--- src/rtl/parity_rr_sched_pkg.sv ---
// Shared definitions for the parity round-robin scheduler.
//   state_t  : scheduler FSM encoding (IDLE/ACCUM/RESULT)
//   *_DEF    : default geometry constants
package parity_pkg;

  localparam int unsigned NREQ_DEF  = 4;
  localparam int unsigned SIZE_DEF  = 8;
  localparam int unsigned CNT_W_DEF = 8;
  localparam int unsigned ID_W_DEF  = 2;

  typedef enum logic [1:0] {
    IDLE   = 2'd0,
    ACCUM  = 2'd1,
    RESULT = 2'd2
  } state_t;

endpackage

--- src/rtl/parity_rr_sched_if.sv ---
// Request/result bundle of the parity round-robin scheduler.
//   req_valid/req_data/req_last : per-requester word stream (source -> scheduler)
//   req_ready                   : per-requester accept, at most one bit set
//   odd_mode                    : 1 = odd parity, sampled at grant
//   res_valid/res_ready         : result handshake
//   res_parity/res_id/res_count : registered packet result
//   busy                        : scheduler in ACCUM or RESULT
// master = packet sources + result sink, slave = scheduler.
interface parity_rr_sched_if #(
  parameter int unsigned NREQ  = 4,
  parameter int unsigned SIZE  = 8,
  parameter int unsigned CNT_W = 8,
  parameter int unsigned ID_W  = 2
);
  logic [NREQ-1:0]      req_valid;
  logic [NREQ*SIZE-1:0] req_data;
  logic [NREQ-1:0]      req_last;
  logic [NREQ-1:0]      req_ready;
  logic                 odd_mode;
  logic                 res_valid;
  logic                 res_ready;
  logic                 res_parity;
  logic [ID_W-1:0]      res_id;
  logic [CNT_W-1:0]     res_count;
  logic                 busy;

  modport master (
    output req_valid, req_data, req_last, odd_mode, res_ready,
    input  req_ready, res_valid, res_parity, res_id, res_count, busy
  );

  modport slave (
    input  req_valid, req_data, req_last, odd_mode, res_ready,
    output req_ready, res_valid, res_parity, res_id, res_count, busy
  );
endinterface

--- src/rtl/parity_rr_sched_rr_pick.sv ---
// Combinational round-robin picker.
//   req : request vector
//   ptr : highest-priority index; search runs ptr, ptr+1, ... modulo NREQ
//   gnt : one-hot grant (all zero when no request)
//   idx : index of the granted request (0 when no request)
module rr_pick
  import parity_pkg::*;
#(
  parameter int unsigned NREQ = NREQ_DEF,
  parameter int unsigned ID_W = ID_W_DEF
) (
  input  logic [NREQ-1:0] req,
  input  logic [ID_W-1:0] ptr,
  output logic [NREQ-1:0] gnt,
  output logic [ID_W-1:0] idx
);

  logic found;

  always_comb begin
    found = 1'b0;
    idx   = '0;
    for (int unsigned k = 0; k < NREQ; k++) begin
      int unsigned c;
      c = (32'(ptr) + k) % NREQ;
      if (!found && req[c]) begin
        found = 1'b1;
        idx   = ID_W'(c);
      end
    end
    gnt = '0;
    for (int unsigned j = 0; j < NREQ; j++) begin
      gnt[j] = found && (ID_W'(j) == idx);
    end
  end

endmodule

--- src/rtl/parity_rr_sched.sv ---
// Round-robin scheduler sharing one XOR-reduction parity unit between
// NREQ packet sources. One packet is granted at a time; parity is
// accumulated over all its words and a registered result (parity,
// requester id, saturating word count) is presented after the last word.
//   clk   : rising-edge clock
//   rst_n : asynchronous active-low reset
//   bus   : request/result bundle (slave side)
module parity_rr_sched
  import parity_pkg::*;
#(
  parameter int unsigned NREQ  = NREQ_DEF,
  parameter int unsigned SIZE  = SIZE_DEF,
  parameter int unsigned CNT_W = CNT_W_DEF,
  parameter int unsigned ID_W  = ID_W_DEF
) (
  input  logic                  clk,
  input  logic                  rst_n,
  parity_rr_sched_if.slave      bus
);

  state_t           state;
  logic [ID_W-1:0]  rr_ptr;
  logic [ID_W-1:0]  grant_id;
  logic             odd_q;
  logic             acc;
  logic [CNT_W-1:0] cnt;
  logic [NREQ-1:0]  ready_q;
  logic             res_valid_q;
  logic             res_parity_q;
  logic [ID_W-1:0]  res_id_q;
  logic [CNT_W-1:0] res_count_q;
  logic             busy_q;

  logic [NREQ-1:0]  pick_gnt;
  logic [ID_W-1:0]  pick_idx;
  logic [SIZE-1:0]  word;
  logic             word_par;
  logic             hs;
  logic             hs_last;
  logic [CNT_W-1:0] cnt_nxt;
  logic [ID_W-1:0]  ptr_nxt;

  rr_pick #(
    .NREQ (NREQ),
    .ID_W (ID_W)
  ) u_pick (
    .req (bus.req_valid),
    .ptr (rr_ptr),
    .gnt (pick_gnt),
    .idx (pick_idx)
  );

  // ready_q is one-hot on the granted requester during ACCUM, so masking
  // valid/last with it isolates the granted stream.
  always_comb begin
    word = '0;
    for (int unsigned i = 0; i < NREQ; i++) begin
      if (ID_W'(i) == grant_id) word = bus.req_data[i*SIZE +: SIZE];
    end
    word_par = ^word;
    hs       = |(bus.req_valid & ready_q);
    hs_last  = |(bus.req_valid & bus.req_last & ready_q);
    cnt_nxt  = (cnt == '1) ? cnt : cnt + 1'b1;
    ptr_nxt  = (grant_id == ID_W'(NREQ - 1)) ? '0 : grant_id + 1'b1;
  end

  always_ff @(posedge clk or negedge rst_n) begin
    if (!rst_n) begin
      state        <= IDLE;
      rr_ptr       <= '0;
      grant_id     <= '0;
      odd_q        <= 1'b0;
      acc          <= 1'b0;
      cnt          <= '0;
      ready_q      <= '0;
      res_valid_q  <= 1'b0;
      res_parity_q <= 1'b0;
      res_id_q     <= '0;
      res_count_q  <= '0;
      busy_q       <= 1'b0;
    end else begin
      case (state)
        IDLE: begin
          if (|bus.req_valid) begin
            grant_id <= pick_idx;
            odd_q    <= bus.odd_mode;
            acc      <= 1'b0;
            cnt      <= '0;
            ready_q  <= pick_gnt;
            busy_q   <= 1'b1;
            state    <= ACCUM;
          end
        end
        ACCUM: begin
          if (hs) begin
            acc <= acc ^ word_par;
            cnt <= cnt_nxt;
            if (hs_last) begin
              res_parity_q <= acc ^ word_par ^ odd_q;
              res_count_q  <= cnt_nxt;
              res_id_q     <= grant_id;
              res_valid_q  <= 1'b1;
              ready_q      <= '0;
              state        <= RESULT;
            end
          end
        end
        RESULT: begin
          if (bus.res_ready) begin
            res_valid_q <= 1'b0;
            busy_q      <= 1'b0;
            rr_ptr      <= ptr_nxt;
            state       <= IDLE;
          end
        end
        default: state <= IDLE;
      endcase
    end
  end

  assign bus.req_ready  = ready_q;
  assign bus.res_valid  = res_valid_q;
  assign bus.res_parity = res_parity_q;
  assign bus.res_id     = res_id_q;
  assign bus.res_count  = res_count_q;
  assign bus.busy       = busy_q;

endmodule
--- src/flat_wrapper.sv ---
// flat-port wrapper written by rule: the top's interface ports become plain ports
module parity_rr_sched_flat import parity_pkg::*;
#(
  parameter int unsigned NREQ  = NREQ_DEF,
  parameter int unsigned SIZE  = SIZE_DEF,
  parameter int unsigned CNT_W = CNT_W_DEF,
  parameter int unsigned ID_W  = ID_W_DEF
)
  (clk, rst_n, bus_req_valid, bus_req_data, bus_req_last, bus_odd_mode, bus_res_ready, bus_req_ready, bus_res_valid, bus_res_parity, bus_res_id, bus_res_count, bus_busy);
  parity_rr_sched_if #(.NREQ(NREQ), .SIZE(SIZE), .CNT_W(CNT_W), .ID_W(ID_W)) bus_i ();
  input  logic clk;
  input  logic rst_n;
  input wire logic [$bits(bus_i.req_valid)-1:0] bus_req_valid;
  input wire logic [$bits(bus_i.req_data)-1:0] bus_req_data;
  input wire logic [$bits(bus_i.req_last)-1:0] bus_req_last;
  input wire logic [$bits(bus_i.odd_mode)-1:0] bus_odd_mode;
  input wire logic [$bits(bus_i.res_ready)-1:0] bus_res_ready;
  output wire logic [$bits(bus_i.req_ready)-1:0] bus_req_ready;
  output wire logic [$bits(bus_i.res_valid)-1:0] bus_res_valid;
  output wire logic [$bits(bus_i.res_parity)-1:0] bus_res_parity;
  output wire logic [$bits(bus_i.res_id)-1:0] bus_res_id;
  output wire logic [$bits(bus_i.res_count)-1:0] bus_res_count;
  output wire logic [$bits(bus_i.busy)-1:0] bus_busy;
  assign bus_i.req_valid = bus_req_valid;
  assign bus_i.req_data = bus_req_data;
  assign bus_i.req_last = bus_req_last;
  assign bus_i.odd_mode = bus_odd_mode;
  assign bus_i.res_ready = bus_res_ready;
  assign bus_req_ready = bus_i.req_ready;
  assign bus_res_valid = bus_i.res_valid;
  assign bus_res_parity = bus_i.res_parity;
  assign bus_res_id = bus_i.res_id;
  assign bus_res_count = bus_i.res_count;
  assign bus_busy = bus_i.busy;
  parity_rr_sched #(.NREQ(NREQ), .SIZE(SIZE), .CNT_W(CNT_W), .ID_W(ID_W)) u_core (.clk(clk), .rst_n(rst_n), .bus(bus_i));
endmodule
--- config.mk ---
export PLATFORM = sky130hd
export DESIGN_NAME = parity_rr_sched_flat
export DESIGN_NICKNAME = d
export VERILOG_FILES = /design/src/rtl/parity_rr_sched_pkg.sv /design/src/rtl/parity_rr_sched_if.sv /design/src/rtl/parity_rr_sched_rr_pick.sv /design/src/rtl/parity_rr_sched.sv /design/src/flat_wrapper.sv
export SDC_FILE = /design/constraint.sdc
export NUM_CORES = 1
export LEC_CHECK = 0
export CORE_ASPECT_RATIO = 1.25
export CORE_MARGIN = 3
export CORE_UTILIZATION = 46
export CTS_BUF_LIST = sky130_fd_sc_hd__clkbuf_16
export DETAILED_ROUTE_END_ITERATION = 8
export GPL_TIMING_DRIVEN = 0
export PLACE_DENSITY = 0.77
export SETUP_SLACK_MARGIN = 0.1
export SLEW_MARGIN = 15
export SYNTH_ARGS = -nofsm -noshare
export SYNTH_HDL_FRONTEND = slang
export SYNTH_SLANG_ARGS = --single-unit
--- constraint.sdc ---
create_clock -name clk -period 2.33 [get_ports clk]
set_clock_uncertainty 0.15 [all_clocks]
set_input_delay 0.466 -clock clk [delete_from_list [all_inputs] [get_ports clk]]
set_output_delay 0.466 -clock clk [all_outputs]
set_load 0.05 [all_outputs]
==> impl_metrics.py, run 1 <==
metrics = {
    "global_routing": {
        "grt_start_max_net_pins": 34,
        "grt.overflow.total": 0,
        "grt_pass1_wl_mm": 7.98,
        "grt_pass1_vias": 1655,
        "antenna_found_initial": 0,
        "grt_usage": 0.203,
    },
    "power": {
        "switching_share": 0.399,
        "combinationalPowerShare": 0.556,
        "pwr-share-clk": 0.177,
        "intPower_mw": 2.00,
        "p_per_area_mw_per_mm2": 1150,
        "p_sw_mw": 1.32,
        "p_leak_nw": 1.28,
        "peakVddDrop_mv": 0.873,
        "total_power_mw": 3.32,
        "seq_power_share": 0.267,
    },
    "detailed_routing": {
        "via_per_inst": 5.25,
        "drtPass1Iterations": 4,
        "postRouteAntennaNets": 0,
        "wire_per_inst_um": 15.0,
        "dr_total_vias": 1702,
        "drcViolationCount": 0,
        "dr.first_iter.drc_count": 35,
        "finalWirelength_mm": 4.86,
    },
    "die": {
        "rows": 25,
        "fp.dieH_um": 78.6,
        "die_x_um": 64.1,
        "initial_core_util": 0.496,
        "core_mm2": 0.00391,
        "dieArea_mm2": 0.00503,
        "io-pin-count": 61,
    },
    "layout": {
        "drive_gt1_frac": 0.130,
        "layout_common_cells": "52 x clkdlybuf4s50_1, 33 x dfrtp_1, 26 x nand2_1, 20 x o21ai_1, 11 x xnor2_1",
        "final_util": 0.736,
        "syn2layout_area_growth_pct": 48.5,
        "n_antenna_cell": 0,
        "final_common_cell": "clkdlybuf4s50_1",
        "nets": 320,
    },
    "yosys": {
        "synth_area_leaders": "dfrtp_1 43%, xnor2_1 6.3%, o21ai_1 5.2%",
        "ys_seq_area_frac": 0.426,
        "synth_nets": 246,
        "syn_inst": 197,
        "yosysTopAreaCellShare": 0.426,
        "synth_area_per_cell_um2": 9.84,
        "synth_cell_types": 41,
        "netlist.top_cell.by_area": "dfrtp_1",
        "ys.flop_type": "dfrtp_1",
        "async_reset_ff_frac": 1.00,
        "synth_warnings": 0,
        "syn_area_mm2": 0.00194,
        "synth-seq-cells": 33,
        "synth-edff-count": 0,
    },
    "sta": {
        "min_period_over_period": 0.988,
        "tightestPinTransition_ns": 0.712,
        "setup_viol": 0,
        "min_period_ns": 2.30,
        "rsz0062_at_grt": "true",
        "fmax_mhz": 434,
        "slew_headroom": 0.526,
        "hold_violations": 0,
        "finalMaxSlewViolations": 0,
        "postLayoutSetupSlackWorst_ns": 0.0274,
    },
    "clocking": {
        "cts_max_level": 2,
        "root_buffer": "clkbuf_16",
        "clkTransAtPathRegs_ns": 0.05,
        "clockBufferDepth": 2,
        "cts_tree": "done",
        "clk_latency_ns": 0.27,
        "numCtsBuffers": 5,
        "cts_sinks": 33,
    },
    "place": {
        "portBuffers": 60,
        "dpl_worst_slack_ns": -0.249,
        "gp_congestion": 0.797,
        "dpl.hpwl_mm": 3.54,
    },
    "worst_hold_path": {
        "hp-class": "in -> async",
    },
    "worst_setup_path": {
        "arrival_ns": 2.34,
        "required_ns": 2.37,
        "crit_path_end_kind": "flop",
        "cp-start-kind": "flop",
        "crit_type": "reg -> reg",
        "crit_fanout": 4,
    },
    "run_status": {
        "status": "complete, no violations",
    },
    "job": {
        "maxCapViolations": 0,
    },
}
## through the flow
stage | instances | area [um^2] | setup TNS, ns | hold slack [ns]
final | 324 | 2880 | 0 | 0.0995
after global placement | 311 | 2610 | -3.34 | 0.310
after floorplan | 197 | 1940 | 0 | 0.0204
after CTS | 319 | 2780 | 0 | 0.128
after global routing | 324 | 2880 | -0.0611 | 0.154
after detailed placement | 311 | 2600 | -2.84 | 0.315
## repair_timing
item,CTS,global route
resized for setup,8,21
setup buffers,2,5
pin swaps,7,11
setup endpoints to repair,8,21
hold buffers,0,0
## final timing paths
| path | start | endpoint | slack (ns) | depth (start not counted) |
|---|---|---|---|---|
| max in group asynchronous | rst_n | u_core.bus.res_count[0]$_DFFE_PN0P_ | 1.48 | 1 |
| worst min-delay path | rst_n | u_core.cnt[1]$_DFFE_PN0P_ | 0.1 | 1 |
| min in group clk | u_core.bus.busy$_DFFE_PN0P_ | u_core.bus.busy$_DFFE_PN0P_ | 0.32 | 2 |
| worst max register to register | u_core.grant_id[1]$_DFFE_PN0P_ | u_core.bus.res_parity$_DFFE_PN0P_ | 0.03 | 8 |
| worst min register to register | u_core.bus.busy$_DFFE_PN0P_ | u_core.bus.busy$_DFFE_PN0P_ | 0.32 | 2 |
| worst max-delay path | u_core.grant_id[1]$_DFFE_PN0P_ | u_core.bus.res_parity$_DFFE_PN0P_ | 0.03 | 8 |
## cell usage after synthesis, types with 3 or more instances
library cell,number
clkbuf_1,4
nor2b_1,3
nand3_1,9
xor2_1,11
o21ai_1,20
a31oi_1,3
nand2_1,26
ha_1,5
nor2_1,10
o21ai_0,4
xnor2_1,14
nand2b_1,5
a21oi_1,3
a21o_1,3
inv_1,4
a22o_1,8
a221o_1,3
dfrtp_1,33
## logic make-up after synthesis
| kind of cell | count (synthesis) | synth area share |
|---|---|---|
| adder cells (fa/ha/maj) | 5 | 0.0323 |
| XOR/XNOR | 28 | 0.151 |
| buffers and inverters | 8 | 0.0155 |
| multiplexers | 5 | 0.0278 |
| flip-flops | 33 | 0.426 |
| AND/OR/NAND/NOR | 63 | 0.154 |
| AO/OA/AOI/OAI | 55 | 0.193 |
## power by group through the flow
stage / Combinational [mW] / Clock (mW) / Sequential [mW]
floorplan: 0.936 / 0 / 1.13
global placement: 1.62 / 0 / 0.881
detailed placement: 1.64 / 0 / 0.887
CTS: 1.71 / 0.606 / 0.876
global route: 2.00 / 0.635 / 0.909
finish: 1.85 / 0.589 / 0.887
## metal layers
metal / vias to the layer above / share of wire / global-route usage
met5: - / 0 / 0
met4: 0 / 0.011 / 0.0670
met3: 4 / 0.077 / 0.0615
met2: 51 / 0.49 / 0.332
met1: 796 / 0.42 / 0.253
li1: 851 / - / -
## area by class of cell
class	count	area, um^2
Timing Repair Buffer	67	662
Tap cell	54	67.6
Multi-Input combinational cell	156	1160
Buffer	4	20.0
Inverter	4	15.0
Clock inverter	1	5.00
Clock buffer	5	125
Fill cell	283	1030
Sequential cell	33	826
## critical path, cell delays in order (launching register included)
cell     delay [ns]
dfrtp_1        0.41
inv_2          0.10
ha_4           0.16
nor2b_4        0.13
a221o_1        0.37
a22oi_2        0.23
xnor2_2        0.17
xor3_1         0.35
o21ai_1        0.14
## state kept, by name (all words and copies together) (netlist names)
name	flops
u_core.bus.res_count	8
u_core.cnt	8
u_core.bus.req_ready	4
u_core.bus.res_id	2
u_core.grant_id	2
u_core.rr_ptr	2
u_core.state	2
u_core.acc	1
u_core.bus.busy	1
u_core.bus.res_parity	1
u_core.bus.res_valid	1
u_core.odd_q	1
Note: power is estimated with default switching activity, not from simulation.
==> run 2: changes to the inputs <==
--- a/config.mk
+++ b/config.mk
@@ -13,7 +13,7 @@
 export GPL_TIMING_DRIVEN = 0
 export PLACE_DENSITY = 0.77
 export SETUP_SLACK_MARGIN = 0.1
-export SLEW_MARGIN = 15
+export SLEW_MARGIN = 40
 export SYNTH_ARGS = -nofsm -noshare
 export SYNTH_HDL_FRONTEND = slang
 export SYNTH_SLANG_ARGS = --single-unit
==> run 2 against run 1 <==
  * Final cell count fell by 0.62%
  * Non-clock buffer count fell by 2
  * First-iteration DRC count fell by 8.6%
  * Global-route usage fell by 0.27 points
  * Power fell by 0.70%
  * Sequential share of layout area rose by 0.21 points
  * Worst hold slack improved by 0.22 ns
  * Core utilization fell by 0.42 points
  * Critical path depth did not move
  * Final area fell by 0.57%
  * Sequential cell count did not move
  * Largest cell class unchanged
  * Highest routed layer unchanged
==> impl_metrics.py, run 2 (synthesized netlist as in run 1, its figures left out) <==
metrics = {
    "layout": {
        "drive_gt1_frac": 0.123,
        "n_antenna_cell": 0,
        "syn2layout_area_growth_pct": 47.6,
        "design_area_mm2": 0.00286,
        "layout_common_cells": "53 x clkdlybuf4s50_1, 32 x dfrtp_1, 26 x nand2_1, 19 x o21ai_1, 12 x xnor2_1",
        "nets": 318,
        "final_common_cell": "clkdlybuf4s50_1",
    },
    "sta": {
        "postLayoutSetupSlackWorst_ns": 0.0376,
        "fmax_mhz": 436,
        "hold_violations": 0,
        "slew_headroom": 0.646,
        "tightestPinTransition_ns": 0.530,
        "hold_ws_ns": 0.320,
        "min_period_over_period": 0.984,
        "setup_viol": 0,
        "min_period_ns": 2.29,
        "finalMaxSlewViolations": 0,
        "fin_tns_setup_ns": 0,
        "rsz0062_at_grt": "true",
    },
    "global_routing": {
        "grt_pass1_wl_mm": 7.89,
        "antenna_found_initial": 0,
        "grt_usage": 0.200,
        "grt_pass1_vias": 1694,
        "grt.overflow.total": 0,
        "grt_start_max_net_pins": 25,
    },
    "detailed_routing": {
        "route.top_layer_used": "met4",
        "dr.first_iter.drc_count": 32,
        "dr_total_vias": 1679,
        "wl_met1_mm": 2.12,
        "dr_wl_met3_um": 294,
        "drtPass1Iterations": 4,
        "wire_per_inst_um": 14.9,
        "wl_met2_mm": 2.32,
        "drcViolationCount": 0,
        "via_per_inst": 5.21,
        "finalWirelength_mm": 4.80,
        "postRouteAntennaNets": 0,
    },
    "worst_setup_path": {
        "worst-path-buf-inv": 1,
        "crit_path_end_kind": "flop",
        "critPathTopFamily": "compound AO/OA/AOI/OAI gates",
        "cpPeakStageDelay_ns": 0.44,
        "required_ns": 2.37,
        "cp-start-kind": "flop",
        "regToRegSetupSlack_ns": 0.04,
        "crit_fanout": 5,
        "crit_slowest_cell": "dfrtp_2",
        "arrival_ns": 2.34,
        "path_cells": "inv_2 -> ha_4 -> nor2b_4 -> a221o_1 -> a22oi_2 -> xnor2_2 -> xor3_1 -> o21ai_2",
        "crit_type": "reg -> reg",
    },
    "job": {
        "maxCapViolations": 0,
    },
    "die": {
        "core_mm2": 0.00391,
        "io-pin-count": 61,
        "dieArea_mm2": 0.00503,
        "fp.dieH_um": 78.6,
        "initial_core_util": 0.496,
        "die_x_um": 64.1,
        "rows": 25,
    },
    "power": {
        "p_per_area_mw_per_mm2": 1150,
        "peakVddDrop_mv": 0.983,
        "total_power_mw": 3.30,
        "p_leak_nw": 1.23,
    },
    "clocking": {
        "cts_tree": "done",
        "root_buffer": "clkbuf_16",
        "clkTransAtPathRegs_ns": 0.05,
        "cts_max_level": 2,
        "cts_sinks": 33,
        "clk_latency_ns": 0.27,
        "clockBufferDepth": 2,
        "numCtsBuffers": 5,
    },
    "place": {
        "portBuffers": 60,
        "dpl.hpwl_mm": 3.60,
        "gp_congestion": 0.797,
        "dpl_worst_slack_ns": -0.248,
        "place_area_mm2": 0.00263,
    },
    "worst_hold_path": {
        "hp-class": "reg -> reg",
    },
    "run_status": {
        "status": "complete, no violations",
    },
}
## run 2: routing by layer
layer	vias up	track usage
met5	-	0
met4	0	0.0670
li1	844	-
met1	782	0.252
met2	48	0.329
met3	5	0.0544
## run 2: power by group
group	switching, mW	internal [mW]
registers	0.151	0.737
logic	0.960	0.859
clock network	0.212	0.380
total	1.32	1.98
## run 2: final timing paths
check,startpoint,end,cells after the start
setup / recovery,u_core.grant_id[0]$_DFFE_PN0P_,u_core.bus.res_parity$_DFFE_PN0P_,8
hold / removal,u_core.bus.res_valid$_DFFE_PN0P_,u_core.bus.res_valid$_DFFE_PN0P_,2
setup reg to reg,u_core.grant_id[0]$_DFFE_PN0P_,u_core.bus.res_parity$_DFFE_PN0P_,8
hold reg to reg,u_core.bus.res_valid$_DFFE_PN0P_,u_core.bus.res_valid$_DFFE_PN0P_,2
max in group asynchronous,rst_n,u_core.bus.res_count[7]$_DFFE_PN0P_,3
min in group asynchronous,rst_n,u_core.bus.res_id[1]$_DFFE_PN0P_,2
## run 2: area by class of cell
cell class | count | area [um^2]
plain buffers | 4 | 20.0
clock buffers | 5 | 125
clock inverters | 1 | 5.00
fillers | 279 | 1050
inverters | 4 | 15.0
multi-input cells | 156 | 1150
flip-flops and latches | 33 | 827
well taps | 54 | 67.6
repair buffers | 65 | 648
## run 2: worst reg2reg max path, cell delays in order, from the launching register on
cell and delay, ns:
dfrtp_2 0.44, inv_2 0.08, ha_4 0.15, nor2b_4 0.13, a221o_1 0.37, a22oi_2 0.23, xnor2_2 0.16, xor3_1 0.37
o21ai_2 0.14
## run 2: timing repair
action / in CTS / in global routing
endpoints found under the hold margin: 9 / 0
pin swaps: 9 / 7
hold buffers: 1 / 0
endpoints found under the setup margin: 9 / 18
gates resized for setup: 13 / 15
setup buffers: 0 / 3
## run 2: metrics by stage
step / instances / utilization
6_report: 322 / 0.732
3_5_place_dp: 312 / 0.672
2_1_floorplan: 197 / -
4_1_cts: 319 / 0.715
3_3_place_gp: 311 / 0.667
5_1_grt: 322 / 0.732
==> run 3: changes to the inputs <==
--- a/config.mk
+++ b/config.mk
@@ -9,6 +9,7 @@
 export CORE_MARGIN = 3
 export CORE_UTILIZATION = 46
 export CTS_BUF_LIST = sky130_fd_sc_hd__clkbuf_16
+export CTS_CLUSTER_DIAMETER = 50
 export DETAILED_ROUTE_END_ITERATION = 8
 export GPL_TIMING_DRIVEN = 0
 export PLACE_DENSITY = 0.77
==> results of run 3 <==
No change in the layout: final DEF, timing and power equal those of run 2.
==> patch 1 (settings of run 1) <==
`ID_W_DEF`: 2 -> 4.
--- a/src/rtl/parity_rr_sched_pkg.sv
+++ b/src/rtl/parity_rr_sched_pkg.sv
@@ -7,5 +7,5 @@
   localparam int unsigned SIZE_DEF  = 8;
   localparam int unsigned CNT_W_DEF = 8;
-  localparam int unsigned ID_W_DEF  = 2;
+  localparam int unsigned ID_W_DEF  = 4;
 
   typedef enum logic [1:0] {
Interface: changed (resized bus_res_id); port bits go from 61 to 63. The function was not compared with the original's and may differ.
==> patch 1 against run 1 <==
Routed wire length rose by 14%. Sequential power is essentially flat. Power increased by 5.0%. Design area up 2.1%. Setup slack improved by 0.087 ns. Area after synthesis increased by 1.5%. Sequential cell count unchanged. Count of clock-buffer cells in the layout unchanged. Largest cell class unchanged. Critical path depth is 1 lower.
==> patch 1: results <==
metrics = {
    "yosys": {
        "synth.distinct_cells": 44,
        "syn_avg_cell_area_um2": 9.46,
        "synthTopCellsByArea": "dfrtp_1 (42%), nand2_1 (7.1%), xnor2_1 (6.7%)",
        "synth_top_family_by_area": "simple AND/OR/NAND/NOR gates",
        "synth-compound-area-share_pct": 18.1,
        "synth-main-ff-cell": "dfrtp_1",
        "async_flop_share_pct": 100,
        "ys_seq_area_share_pct": 42.0,
        "synth_commonest_cells": "nand2_1 (37), dfrtp_1 (33), o21ai_1 (15), xnor2_1 (15), xor2_1 (11)",
        "synth-xor-area-share_pct": 13.9,
        "synth_fa_ha_area_share_pct": 3.18,
        "synthMuxAreaShare_pct": 2.16,
    },
    "outcome": {
        "status": "completed",
    },
    "setup_path": {
        "slowest_stage": "clkdlybuf4s50_1",
        "crit_arrival_ns": 2.27,
        "path_max_fanout": 2,
        "path_delay_family": "compound AO/OA/AOI/OAI gates",
    },
    "placement": {
        "dpl_cell_area_mm2": 0.00263,
        "dpl.cell_count": 323,
        "gp_congestion": 0.844,
        "pre_cts_ws_ns": -0.367,
        "dpl.hpwl_mm": 3.89,
    },
    "sta": {
        "slew_headroom_pct": 51.2,
    },
    "drt": {
        "wl_met3_um": 319,
        "drt-total-wl_mm": 5.56,
        "viasPerCell": 5.46,
        "dr_wl_met2_mm": 2.88,
        "wl_met1_mm": 2.26,
        "firstDrtPassIters": 5,
        "drtIter0Drc": 76,
    },
    "global_routing": {
        "grt_usage_pct": 22.4,
        "grt_pass1_wl_mm": 8.85,
        "antenna_found_initial": 0,
        "grt_pass1_vias": 1879,
        "grt_start_max_net_pins": 34,
    },
    "clocking": {
        "post_cts_buffers": 5,
        "ctsResizeCount": 16,
        "htree_levels": 2,
    },
    "power_and_ir_drop": {
        "p_leak_nw": 1.27,
        "peakVddDrop_mv": 0.845,
    },
    "final_layout": {
        "fill_cells": 299,
        "drive_above_1_share_pct": 14.0,
        "final_cells": 340,
        "fin_nets": 334,
    },
}
[patch 1: cell types whose count changed in the layout (fill, tap and decap cells not counted), moves of 4 or more]
cell / run 1 / this run
buf_4: 6 / 12
dlygate4sd2_1: 2 / 6
nand2_1: 26 / 37
nor2_1: 10 / 6
o21ai_0: 4 / 8
o21ai_1: 20 / 15
[patch 1: per-layer routing]
layer / vias to the layer above / global-route usage (%)
met4: 0 / 7.40
met1: 889 / 26.2
met2: 66 / 39.4
met5: - / 0
met3: 9 / 6.08
li1: 892 / -
[patch 1: area by class of cell]
type / count / area, um2 / area share [%]
Clock inverter: 3 / 17.5 / 0.596
Tap cell: 54 / 67.6 / 2.30
Inverter: 3 / 11.3 / 0.383
Clock buffer: 5 / 125 / 4.26
Buffer: 6 / 31.3 / 1.06
Sequential cell: 33 / 826 / 28.1
Timing Repair Buffer: 70 / 671 / 22.8
Multi-Input combinational cell: 166 / 1190 / 40.5
[patch 1: through the flow]
stage | total power, W | hold slack, ns
2_1_floorplan | 0.00208 | 0.0204
3_3_place_gp | 0.00253 | 0.310
3_5_place_dp | 0.00257 | 0.316
4_1_cts | 0.00336 | 0.119
5_1_grt | 0.00371 | 0.145
6_report | 0.00349 | 0.0927
[patch 1: final timing paths]
path	start	endpoint	slack, ns
worst min register to register	u_core.bus.res_count[1]	u_core.bus.res_count[1]	0.33
worst max register to register	u_core.grant_id[1]	u_core.acc	0.13
worst min-delay path	rst_n	u_core.bus.res_id[1]	0.09
max in group asynchronous	rst_n	u_core.bus.req_ready[1]	1.47
min in group clk	u_core.bus.res_count[1]	u_core.bus.res_count[1]	0.33
worst max-delay path	bus_req_data[5]	u_core.acc	0.11
[patch 1: where the power goes]
group	switching [W]	internal, W
sequential	0.000151	0.000734
clock	0.000248	0.000391
combinational	0.00103	0.000932
total	0.00143	0.00206
==> patch 2 (flow settings as in run 1) <==
Without the edit above. Re-encode `state_t` (3 states) as one-hot, 3 bits wide.
--- a/src/rtl/parity_rr_sched_pkg.sv
+++ b/src/rtl/parity_rr_sched_pkg.sv
@@ -9,8 +9,8 @@
   localparam int unsigned ID_W_DEF  = 2;
 
-  typedef enum logic [1:0] {
-    IDLE   = 2'd0,
-    ACCUM  = 2'd1,
-    RESULT = 2'd2
+  typedef enum logic [2:0] {
+    IDLE   = 3'b001,
+    ACCUM  = 3'b010,
+    RESULT = 3'b100
   } state_t;
 
Behaviour: no difference found for any inputs over 4 cycles, from zero or initial values and one cycle with rst_n low; so few cycles prove little.
==> patch 2 against run 1 <==
Setup slack better by 0.022 ns. Clock power rose by 24%. Area after synthesis rose by 7.9%. Routed wire length increased by 2.2%. Power is 1.6% higher. Sequential cell count is 1 higher. Critical endpoint unchanged. Design area increased by 7.6%. Utilization fell by 0.38 points.
==> patch 2: results <==
metrics = {
    "drt": {
        "firstDrtPassIters": 6,
        "drt-total-wl_mm": 4.97,
        "vias": 1934,
        "drtIter0Drc": 105,
    },
    "yosys": {
        "synth-compound-area-share_pct": 19.0,
        "synth_commonest_cells": "dfrtp_1 (33), nand2_1 (28), o21ai_0 (22), nor2_1 (15), xnor2_1 (13)",
        "synth-xor-area-share_pct": 9.63,
        "synth_fa_ha_area_share_pct": 2.99,
        "ys_seq_area_share_pct": 40.8,
        "synthMuxAreaShare_pct": 3.77,
        "synth-main-ff-cell": "dfrtp_1",
        "synth.distinct_cells": 54,
        "async_flop_share_pct": 100,
        "yosysWarnings": 0,
        "synthTopCellsByArea": "dfrtp_1 (39%), xnor2_1 (5.4%), o21ai_0 (5.3%)",
        "syn-num-nets": 279,
    },
    "global_routing": {
        "grt_start_max_net_pins": 35,
        "grt_usage_pct": 19.0,
        "antenna_found_initial": 0,
        "grt_pass1_wl_mm": 8.09,
    },
    "placement": {
        "port_buffers": 60,
        "gp_congestion": 0.891,
        "dpl.hpwl_mm": 3.69,
    },
    "outcome": {
        "status": "completed",
    },
    "clocking": {
        "clock_latency_ns": 0.27,
        "numCtsBuffers": 5,
        "cts.path.max_buffers": 2,
        "clock_sinks": 34,
        "cts_root_buf": "clkbuf_16",
        "clkTransAtPathRegs_ns": 0.06,
        "htree_levels": 2,
    },
    "final_layout": {
        "fill_cells": 321,
        "clkCellAreaFrac_pct": 5.25,
        "nNonClkInverters": 5,
        "fin_nets": 355,
        "antenna_cells": 0,
        "multi_input_area_mm2": 0.00127,
        "drive_above_1_share_pct": 15.3,
        "n_all_buffers": 77,
        "buffer_area_share_pct": 23.3,
        "dominant_cells": "multi-input gates",
        "seq-cell-share_pct": 27.6,
        "multi_input_cells": 183,
    },
    "setup_path": {
        "cpPeakStageDelay_ns": 0.52,
        "crit_arrival_ns": 2.33,
        "path_delay_family": "simple AND/OR/NAND/NOR gates",
        "slowest_stage": "or4_1",
        "path_max_fanout": 10,
    },
    "hold_path": {
        "hold_path_class": "in2async",
    },
    "power_and_ir_drop": {
        "peakVddDrop_mv": 0.618,
        "p_leak_nw": 1.32,
    },
    "sta": {
        "tightest_slew_ns": 0.745,
    },
}
patch 2: changes by cell type after synthesis, sizes merged, moves of 3 or more:
cell,change
a21oi,+9
o21a,+3
a22o,-5
nor2,+5
patch 2: report_power, final:
group	leakage (nW)	switching, W	total (W)	internal (W)
registers	0.447	0.000165	0.000917	0.000752
clock network	0.0826	0.000232	0.000728	0.000496
logic	0.794	0.000908	0.00173	0.000824
patch 2: kinds of logic after synthesis:
kind of cell,count (synthesis)
xor gates and xnor gates,23
adders and majority gates,5
AOI/OAI and AO/OA,61
DFF,34
and+or+nand+nor,87
buffers and inverters,13
muxes,7
patch 2: path summary, 6_finish.rpt:
check                                           to  cells after the start                     from  slack, ns
min reg2reg                u_core.bus.res_count[1]                      2  u_core.bus.res_count[1]       0.33
min                        u_core.bus.req_ready[0]                      1                    rst_n       0.11
max reg2reg                  u_core.bus.res_parity                      7       u_core.grant_id[0]       0.05
max in group asynchronous       u_core.grant_id[0]                      1                    rst_n       1.41
min in group clk           u_core.bus.res_count[1]                      2  u_core.bus.res_count[1]       0.33
max                          u_core.bus.res_parity                      7       u_core.grant_id[0]       0.05
patch 2: stage by stage:
step	util (%)	instances	cell area [um2]	setup WS (ns)	hold slack [ns]
after CTS	71.6	359	3030	0.0490	0.132
after floorplan	-	230	2130	0.101	0.0204
after global routing	73.2	363	3100	-0.0616	0.173
after global placement	66.2	346	2800	-0.365	0.311
after detailed placement	66.0	346	2790	-0.375	0.319
final	73.2	363	3100	0.0489	0.109
patch 2: timing repair:
action,in CTS,in global routing
resized for setup,13,7
gates cloned,0,0
endpoints found under the setup margin,7,24
setup buffers,5,4
pin swaps,1,1
patch 2: metal layers:
layer / share of wire, % / GRT usage (%)
met3: 4.8 / 4.84
met1: 42 / 22.4
met4: 0.72 / 6.10
met2: 52 / 33.3
met5: 0 / 0
